## src/rtl/tcm_port_arbiter.sv

```systemverilog
// Two-master (LSU / debug) arbiter for the instruction TCM port, with debug starvation guard and exclusive lock.
// Optional `ARB_PERF_CNT_EN adds saturating conflict and LSU-stall counters.
module tcm_port_arbiter #(
   parameter int ADDR_W       = 12,
   parameter int DATA_W       = 32,
   parameter int STARVE_LIMIT = 4
) (
   input  logic              clk,
   input  logic              rst,
   input  logic              lsu_req_i,
   input  logic              lsu_we_i,
   input  logic [ADDR_W-1:0] lsu_addr_i,
   input  logic [DATA_W-1:0] lsu_wdata_i,
   output logic              lsu_gnt_o,
   output logic              lsu_rvalid_o,
   output logic              lsu_stall_o,
   input  logic              dbg_req_i,
   input  logic              dbg_we_i,
   input  logic [ADDR_W-1:0] dbg_addr_i,
   input  logic [DATA_W-1:0] dbg_wdata_i,
   input  logic              dbg_lock_i,
   output logic              dbg_gnt_o,
   output logic              dbg_rvalid_o,
   output logic              dbg_locked_o,
   output logic              mem_we_o,
   output logic [ADDR_W-1:0] mem_addr_o,
   output logic [DATA_W-1:0] mem_wdata_o,
   input  logic [DATA_W-1:0] mem_rdata_i,
   output logic [DATA_W-1:0] rdata_o
`ifdef ARB_PERF_CNT_EN
   ,
   output logic [31:0]       conflict_cnt_o,
   output logic [31:0]       lsu_stall_cnt_o
`endif
);

   localparam int CNT_W = $clog2(STARVE_LIMIT + 1);
   localparam logic [CNT_W-1:0] STARVE_MAX = CNT_W'(STARVE_LIMIT);
   localparam logic [0:0] ST_ARB    = 1'b0;
   localparam logic [0:0] ST_LOCKED = 1'b1;

   logic [0:0]        state_q, state_d;
   logic [CNT_W-1:0]  starve_q, starve_d;
   logic              lsu_rvalid_q, dbg_rvalid_q;
   logic [ADDR_W-1:0] addr_q;
   logic [DATA_W-1:0] wdata_q;
   logic              lsu_gnt, dbg_gnt;

   // Grant decision; grants are suppressed while reset is asserted
   always_comb begin
      lsu_gnt = 1'b0;
      dbg_gnt = 1'b0;
      if (rst) begin
         lsu_gnt = 1'b0;
         dbg_gnt = 1'b0;
      end else begin
         case (state_q)
            ST_ARB: begin
               if (lsu_req_i && !(dbg_req_i && (starve_q >= STARVE_MAX))) begin
                  lsu_gnt = 1'b1;
               end else begin
                  dbg_gnt = dbg_req_i;
               end
            end
            ST_LOCKED: dbg_gnt = dbg_req_i;
            default: begin
               lsu_gnt = 1'b0;
               dbg_gnt = 1'b0;
            end
         endcase
      end
   end

   // Next-state for lock FSM and debug starvation counter
   always_comb begin
      state_d  = dbg_lock_i ? ST_LOCKED : ST_ARB;
      starve_d = '0;
      if (dbg_req_i && !dbg_gnt) begin
         starve_d = (starve_q == STARVE_MAX) ? starve_q : starve_q + CNT_W'(1);
      end else begin
         starve_d = '0;
      end
   end

   // Memory-side mux; address and data hold their last granted value when idle
   always_comb begin
      mem_we_o    = 1'b0;
      mem_addr_o  = addr_q;
      mem_wdata_o = wdata_q;
      if (lsu_gnt) begin
         mem_we_o    = lsu_we_i;
         mem_addr_o  = lsu_addr_i;
         mem_wdata_o = lsu_wdata_i;
      end else if (dbg_gnt) begin
         mem_we_o    = dbg_we_i;
         mem_addr_o  = dbg_addr_i;
         mem_wdata_o = dbg_wdata_i;
      end else begin
         mem_we_o = 1'b0;
      end
   end

   // Arbiter state, read-valid pipeline and held memory address
   always_ff @(posedge clk or posedge rst) begin
      if (rst) begin
         state_q      <= ST_ARB;
         starve_q     <= '0;
         lsu_rvalid_q <= 1'b0;
         dbg_rvalid_q <= 1'b0;
         addr_q       <= '0;
         wdata_q      <= '0;
      end else begin
         state_q      <= state_d;
         starve_q     <= starve_d;
         lsu_rvalid_q <= lsu_gnt && !lsu_we_i;
         dbg_rvalid_q <= dbg_gnt && !dbg_we_i;
         addr_q       <= mem_addr_o;
         wdata_q      <= mem_wdata_o;
      end
   end

   assign lsu_gnt_o    = lsu_gnt;
   assign dbg_gnt_o    = dbg_gnt;
   assign lsu_stall_o  = lsu_req_i && !lsu_gnt;
   assign lsu_rvalid_o = lsu_rvalid_q;
   assign dbg_rvalid_o = dbg_rvalid_q;
   assign dbg_locked_o = (state_q == ST_LOCKED);
   assign rdata_o      = mem_rdata_i;

`ifdef ARB_PERF_CNT_EN
   logic [31:0] conflict_q, stall_cnt_q;

   // Saturating performance counters
   always_ff @(posedge clk or posedge rst) begin
      if (rst) begin
         conflict_q  <= 32'd0;
         stall_cnt_q <= 32'd0;
      end else begin
         if (lsu_req_i && dbg_req_i && (conflict_q != 32'hFFFF_FFFF)) begin
            conflict_q <= conflict_q + 32'd1;
         end
         if (lsu_stall_o && (stall_cnt_q != 32'hFFFF_FFFF)) begin
            stall_cnt_q <= stall_cnt_q + 32'd1;
         end
      end
   end

   assign conflict_cnt_o  = conflict_q;
   assign lsu_stall_cnt_o = stall_cnt_q;
`endif

endmodule

```

## config.mk

```make
export PLATFORM = sky130hd
export DESIGN_NAME = tcm_port_arbiter
export DESIGN_NICKNAME = d
export VERILOG_FILES = /design/src/rtl/tcm_port_arbiter.sv
export SDC_FILE = /design/constraint.sdc
export NUM_CORES = 1
export LEC_CHECK = 0
export CORE_AREA = 2 2 80 82
export DETAILED_ROUTE_END_ITERATION = 10
export DIE_AREA = 0 0 82 84
export DONT_BUFFER_PORTS = 1
export PLACE_DENSITY = 0.63
export SETUP_SLACK_MARGIN = 0.3
export SLEW_MARGIN = 20
export SYNTH_ARGS = -nofsm -noshare
export SYNTH_HDL_FRONTEND = slang
export SYNTH_SLANG_ARGS = --single-unit
```

## constraint.sdc

```tcl
create_clock -name clk -period 1.85 [get_ports clk]
set_input_delay 0.4625 -clock clk [delete_from_list [all_inputs] [get_ports clk]]
set_output_delay 0.4625 -clock clk [all_outputs]
set_load 0.05 [all_outputs]
```

Word level (Yosys, flattened, before mapping). Index checks and enable logic that the tools add are counted.

Input port bits: 127. Register bits after elaboration: 50.

$lt $le $gt $ge: 1. Reductions and logical operators: 11. Bitwise logic cells: 1. Add/subtract/negate cells: 1. Equal/unequal tests: 2. Muxes and demuxes: 15.

Operators by type and width (number): 2-to-1 mux 32 bit (2); 2-to-1 mux 12 bit (2); 2-to-1 mux 1 bit (8); logical AND 1 bit (6); 2-to-1 mux 3 bit (2); zero test 1 bit (5); adder 3 x 1 -> 3 bit (second input constant) (1); == test 3 bit (second input constant) (1); >= comparator 3 bit (second input constant) (1); != test 2 bit (second input constant) (1); case mux 1 bit (2 select lines) (1); inverter 1 bit (1).

Longest topological paths before layout.
Depth in word-level cells: 10. Mapped depth: 5. Mapped depth without buffers: 5.

Worst setup path after synthesis. Ideal clock, no wire load.

Path type: reg2out. From: reg state_q (netlist: dbg_locked_o). To: out mem_addr_o[6]. Required time: 1.387 ns. Cell stages (with the launch flop): 6. Path buffers: 1. Slack: -1.017 ns. Arrival: 2.405 ns. Path through: dfrtp_1 > nor3b_4 > nand2_2 > inv_4 > buf_6 > o31ai_1.

Longest elaborated chain between the ends: 5.

RTL lines: start: declaration (RTL line 42) `logic [0:0] state_q, state_d;`; start signal: assignment (RTL line 113) `state_q <= state_d;`; inverter 1 bit; case mux 1 bit (2 select lines) (RTL line 57) `case (state_q)`; 2-to-1 mux 1 bit (RTL line 53) `if (rst) begin`; 2-to-1 mux 12 bit (RTL line 94) `end else if (dbg_gnt) begin`; 2-to-1 mux 12 bit * (RTL line 90) `if (lsu_gnt) begin`; end: declaration (RTL line 26) `output logic [ADDR_W-1:0] mem_addr_o,`.

Every way passes the cells marked *; elsewhere a longest branch is shown, timed or not.

Final worst setup path.
From: reg state_q (netlist: dbg_locked_o). To: out mem_wdata_o[8].

Longest elaborated chain between the ends: 5.

RTL lines: inverter 1 bit; case mux 1 bit (2 select lines) (RTL line 57); 2-to-1 mux 1 bit (RTL line 53); 2-to-1 mux 32 bit (RTL line 94); 2-to-1 mux 32 bit * (RTL line 90); end: declaration (RTL line 27) `output logic [DATA_W-1:0] mem_wdata_o,`.

Marks and branches as above.

==> run metrics <==
number of hold buffers added after CTS=0; final worst slack=-0.466 ns; IO Port Bufs=0; Antenna Diode Count=0; startpoint of the most critical register-to-register path=dbg_locked_o; io pins=210; predominant post-synthesis flop cell=sky130_fd_sc_hd__dfrtp_1; final antenna-violating net count=0; Die W=82 um; unrepaired setup endpoints after global routing=true; Static Leak=1.92 nW; number of antenna violations at the first check in global routing=0; fin nets=490; total grt overflow=0; worst clock skew on the final layout=0.00643 ns; Finish-stage setup viols=48; die area=6890 um^2; Max Fanout on Critical Path=6; Tmin final=2.32 ns; worst slack at placement=-0.165 ns; filler cell count=356; H-tree levels=2; total routing usage reported by global routing=27.7%; post-layout util=80.9%; class of the most critical hold timing path=in -> async; HPWL reported at the end of detailed placement=6.43 mm; endpoint kind of the worst setup timing path=output pin; clk buf depth=2; TritonCTS clock tree=done; Peak Freq=432 MHz; critical register-to-register path endpoint=wdata_q[31]; number of global-route vias before repair=2749; Routed WL per cell=21.9 um; number of remaining DRC errors=0; number of library cell types mapped by synthesis=24; Worst Setup Start Kind=register; Cells after Synth=313; IR drop worst, VDD=0.552 mV; layout-stage area growth over the synthesis result=66.4%; final cycle utilization of the critical path=125%; number of pins exceeding their max-slew limit in the final report=0; global-route wire length before repair=14.5 mm; worst slew margin relative to its limit=61.0%; proportion of layout cells with a drive suffix above 1=48.3%; EDFF count, synth=0; Final Non-Filler Cells=439; Max Cap Viol=0; root buffer selected by CTS=sky130_fd_sc_hd__clkbuf_8; TritonCTS Buffers=5; number of warnings printed during yosys synthesis=0; Clk Latency, worst-skew pair=0.30 ns; Cell Area, Synth=2960 um^2; setup slack on the worst flop-to-flop path=0.17 ns; detailed-route via count=2614; category of the critical setup timing path=reg -> out; termination of the worst setup path=mem_wdata_o[8]; count of routing violations after the opening detailed-route iteration=64; post-synthesis net count=442; r2r worst-path depth=8; clock transition time at the flip-flop clock pins of the worst setup and hold paths=0.10 ns; starting density of the core=48.6%; synthesized flop and latch total=50; number of clock sinks seen by CTS=50; portion of the post-synthesis area used by sequential elements=42.2%; standard-cell row count=29; die extent in y=84 um; WP data arrival=1.85 ns; failing checks=setup timing; Core Footprint=6100 um^2; pwr/cell area=857 nW/um^2; Tightest Pin Transition=0.584 ns; launch point of the critical path=dbg_locked_o; count of placed standard cells including taps=407; GPL Wtd Cong=0.696; first drt pass iteration count=4; syn avg cell area=9.47 um^2; share of async-settable or async-resettable flops after synthesis=100%; final hold vios=0; maximum number of pins on one net before global-route repair=35; status=finished, violations left; wirelength, routed=9.61 mm; vias per cell=5.95; Worst EP required=1.39 ns
layout by cell type (no fill, tap or decap):
cell                         Yosys  routed
sky130_fd_sc_hd__and2_4          0       1
sky130_fd_sc_hd__dfrtp_2         0       1
sky130_fd_sc_hd__nand3_2         0       3
sky130_fd_sc_hd__dfrtp_1        50      49
sky130_fd_sc_hd__buf_6           4      14
sky130_fd_sc_hd__buf_8           0       3
sky130_fd_sc_hd__nor2b_4         0       1
sky130_fd_sc_hd__nor3b_4         1       2
sky130_fd_sc_hd__clkinvlp_4      0       2
sky130_fd_sc_hd__nand2_4         0       1
sky130_fd_sc_hd__ha_1            2       2
sky130_fd_sc_hd__clkbuf_16       0       3
sky130_fd_sc_hd__nor3_4          0       2
sky130_fd_sc_hd__nand2_2         2       1
sky130_fd_sc_hd__buf_16          0       5
sky130_fd_sc_hd__inv_8           0       1
sky130_fd_sc_hd__nor3_2          0       4
sky130_fd_sc_hd__nand2b_4        0       1
sky130_fd_sc_hd__xnor2_1         1       1
sky130_fd_sc_hd__nand3_1        45      42
sky130_fd_sc_hd__buf_4          37      22
sky130_fd_sc_hd__o31ai_4         0      44
sky130_fd_sc_hd__nor3_1         46      40
sky130_fd_sc_hd__clkbuf_8        0       6
sky130_fd_sc_hd__inv_1           3       2
sky130_fd_sc_hd__a22o_4          0       1
sky130_fd_sc_hd__o21ai_4         0       1
sky130_fd_sc_hd__buf_12          0      53
sky130_fd_sc_hd__nor2_1         49      48
sky130_fd_sc_hd__nand2_1         3       3
sky130_fd_sc_hd__clkinv_2        0       1
sky130_fd_sc_hd__nor2_4          0       1
sky130_fd_sc_hd__a21oi_2         0       1
kinds of logic after synthesis:
kind of cell | Yosys count | synth area share, %
buffers and inverters | 63 | 14.4
adder cells (fa/ha/maj) | 2 | 0.844
XOR/XNOR | 1 | 0.296
flip-flops | 50 | 42.2
AND/OR/NAND/NOR | 150 | 24.1
AO/OA/AOI/OAI | 47 | 18.2
through the flow:
| stage | power [mW] | instance area, um^2 | hold WS (ns) | setup TNS (ns) |
|---|---|---|---|---|
| floorplan | 2.74 | 3450 | 0.494 | -10.11 |
| global placement | 3.40 | 4300 | 0.421 | -2.75 |
| detailed placement | 3.44 | 4300 | 0.425 | -4.11 |
| CTS | 4.18 | 4750 | 0.0979 | -17.71 |
| global route | 4.37 | 4930 | 0.120 | -22.47 |
| finish | 4.23 | 4930 | 0.0827 | -19.35 |
routing by layer:
layer | vias up | wire length, um | track usage (%)
met4 | 0 | 110 | 4.70
met5 | - | 0 | 0
met2 | 127 | 5170 | 48.4
met1 | 1301 | 3610 | 34.5
li1 | 1172 | - | -
met3 | 14 | 715 | 7.14
worst min-delay path by stage:
stage                         to  slack [ns]
finish                 addr_q[7]        0.08
global route           addr_q[8]        0.12
CTS                    addr_q[7]         0.1
detailed placement     addr_q[7]        0.42
global placement       addr_q[7]        0.42
floorplan           dbg_locked_o        0.49
where the power goes:
group          internal [mW]  total, mW  switching, mW
clock                  0.302      0.675          0.373
sequential              1.25       1.31         0.0577
combinational           1.07       2.24           1.18
flip-flops by register name (all words and copies together) (netlist names):
| name | flops |
|---|---|
| addr_q | 12 |
| lsu_rvalid_o | 1 |
| starve_q | 3 |
| dbg_locked_o | 1 |
| dbg_rvalid_o | 1 |
| wdata_q | 32 |
critical path, stage by stage (launching register included):
cell                      delay, ns
sky130_fd_sc_hd__dfrtp_2       0.46
sky130_fd_sc_hd__nor3b_4       0.21
sky130_fd_sc_hd__buf_6         0.16
sky130_fd_sc_hd__buf_6         0.13
sky130_fd_sc_hd__buf_16        0.12
sky130_fd_sc_hd__nor3_4        0.04
sky130_fd_sc_hd__o31ai_4       0.27
sky130_fd_sc_hd__buf_12        0.17
synth_stat cells, types with 2 or more instances:
master	count	area share (%)
sky130_fd_sc_hd__inv_1	3	0.38
sky130_fd_sc_hd__dfrtp_1	50	42
sky130_fd_sc_hd__o31ai_1	6	1.5
sky130_fd_sc_hd__o31ai_2	38	16
sky130_fd_sc_hd__buf_6	4	1.5
sky130_fd_sc_hd__nand2_2	2	0.42
sky130_fd_sc_hd__clkbuf_1	4	0.51
sky130_fd_sc_hd__nor2_1	49	6.2
sky130_fd_sc_hd__ha_1	2	0.84
sky130_fd_sc_hd__buf_2	14	2.4
sky130_fd_sc_hd__nor3_1	46	7.8
sky130_fd_sc_hd__nand2_1	3	0.38
sky130_fd_sc_hd__buf_4	37	9.4
sky130_fd_sc_hd__nand3_1	45	7.6
what timing repair did:
action | CTS | global route
buffers inserted | 12 | 4
endpoints found under the setup margin | 75 | 91
gates cloned | 5 | 3
gates resized for setup | 42 | 15
pin swaps | 20 | 8
layout make-up:
| class | count | area [um^2] | share of cell area [%] |
|---|---|---|---|
| Clock inverter | 2 | 12.5 | 0.254 |
| Clock buffer | 6 | 82.6 | 1.67 |
| Sequential cell | 50 | 1250 | 25.4 |
| Timing Repair Buffer | 100 | 1640 | 33.3 |
| Inverter | 4 | 26.3 | 0.533 |
| Multi-Input combinational cell | 200 | 1820 | 36.9 |
| Tap cell | 77 | 96.3 | 1.95 |
(Power assumes the default switching activity.)
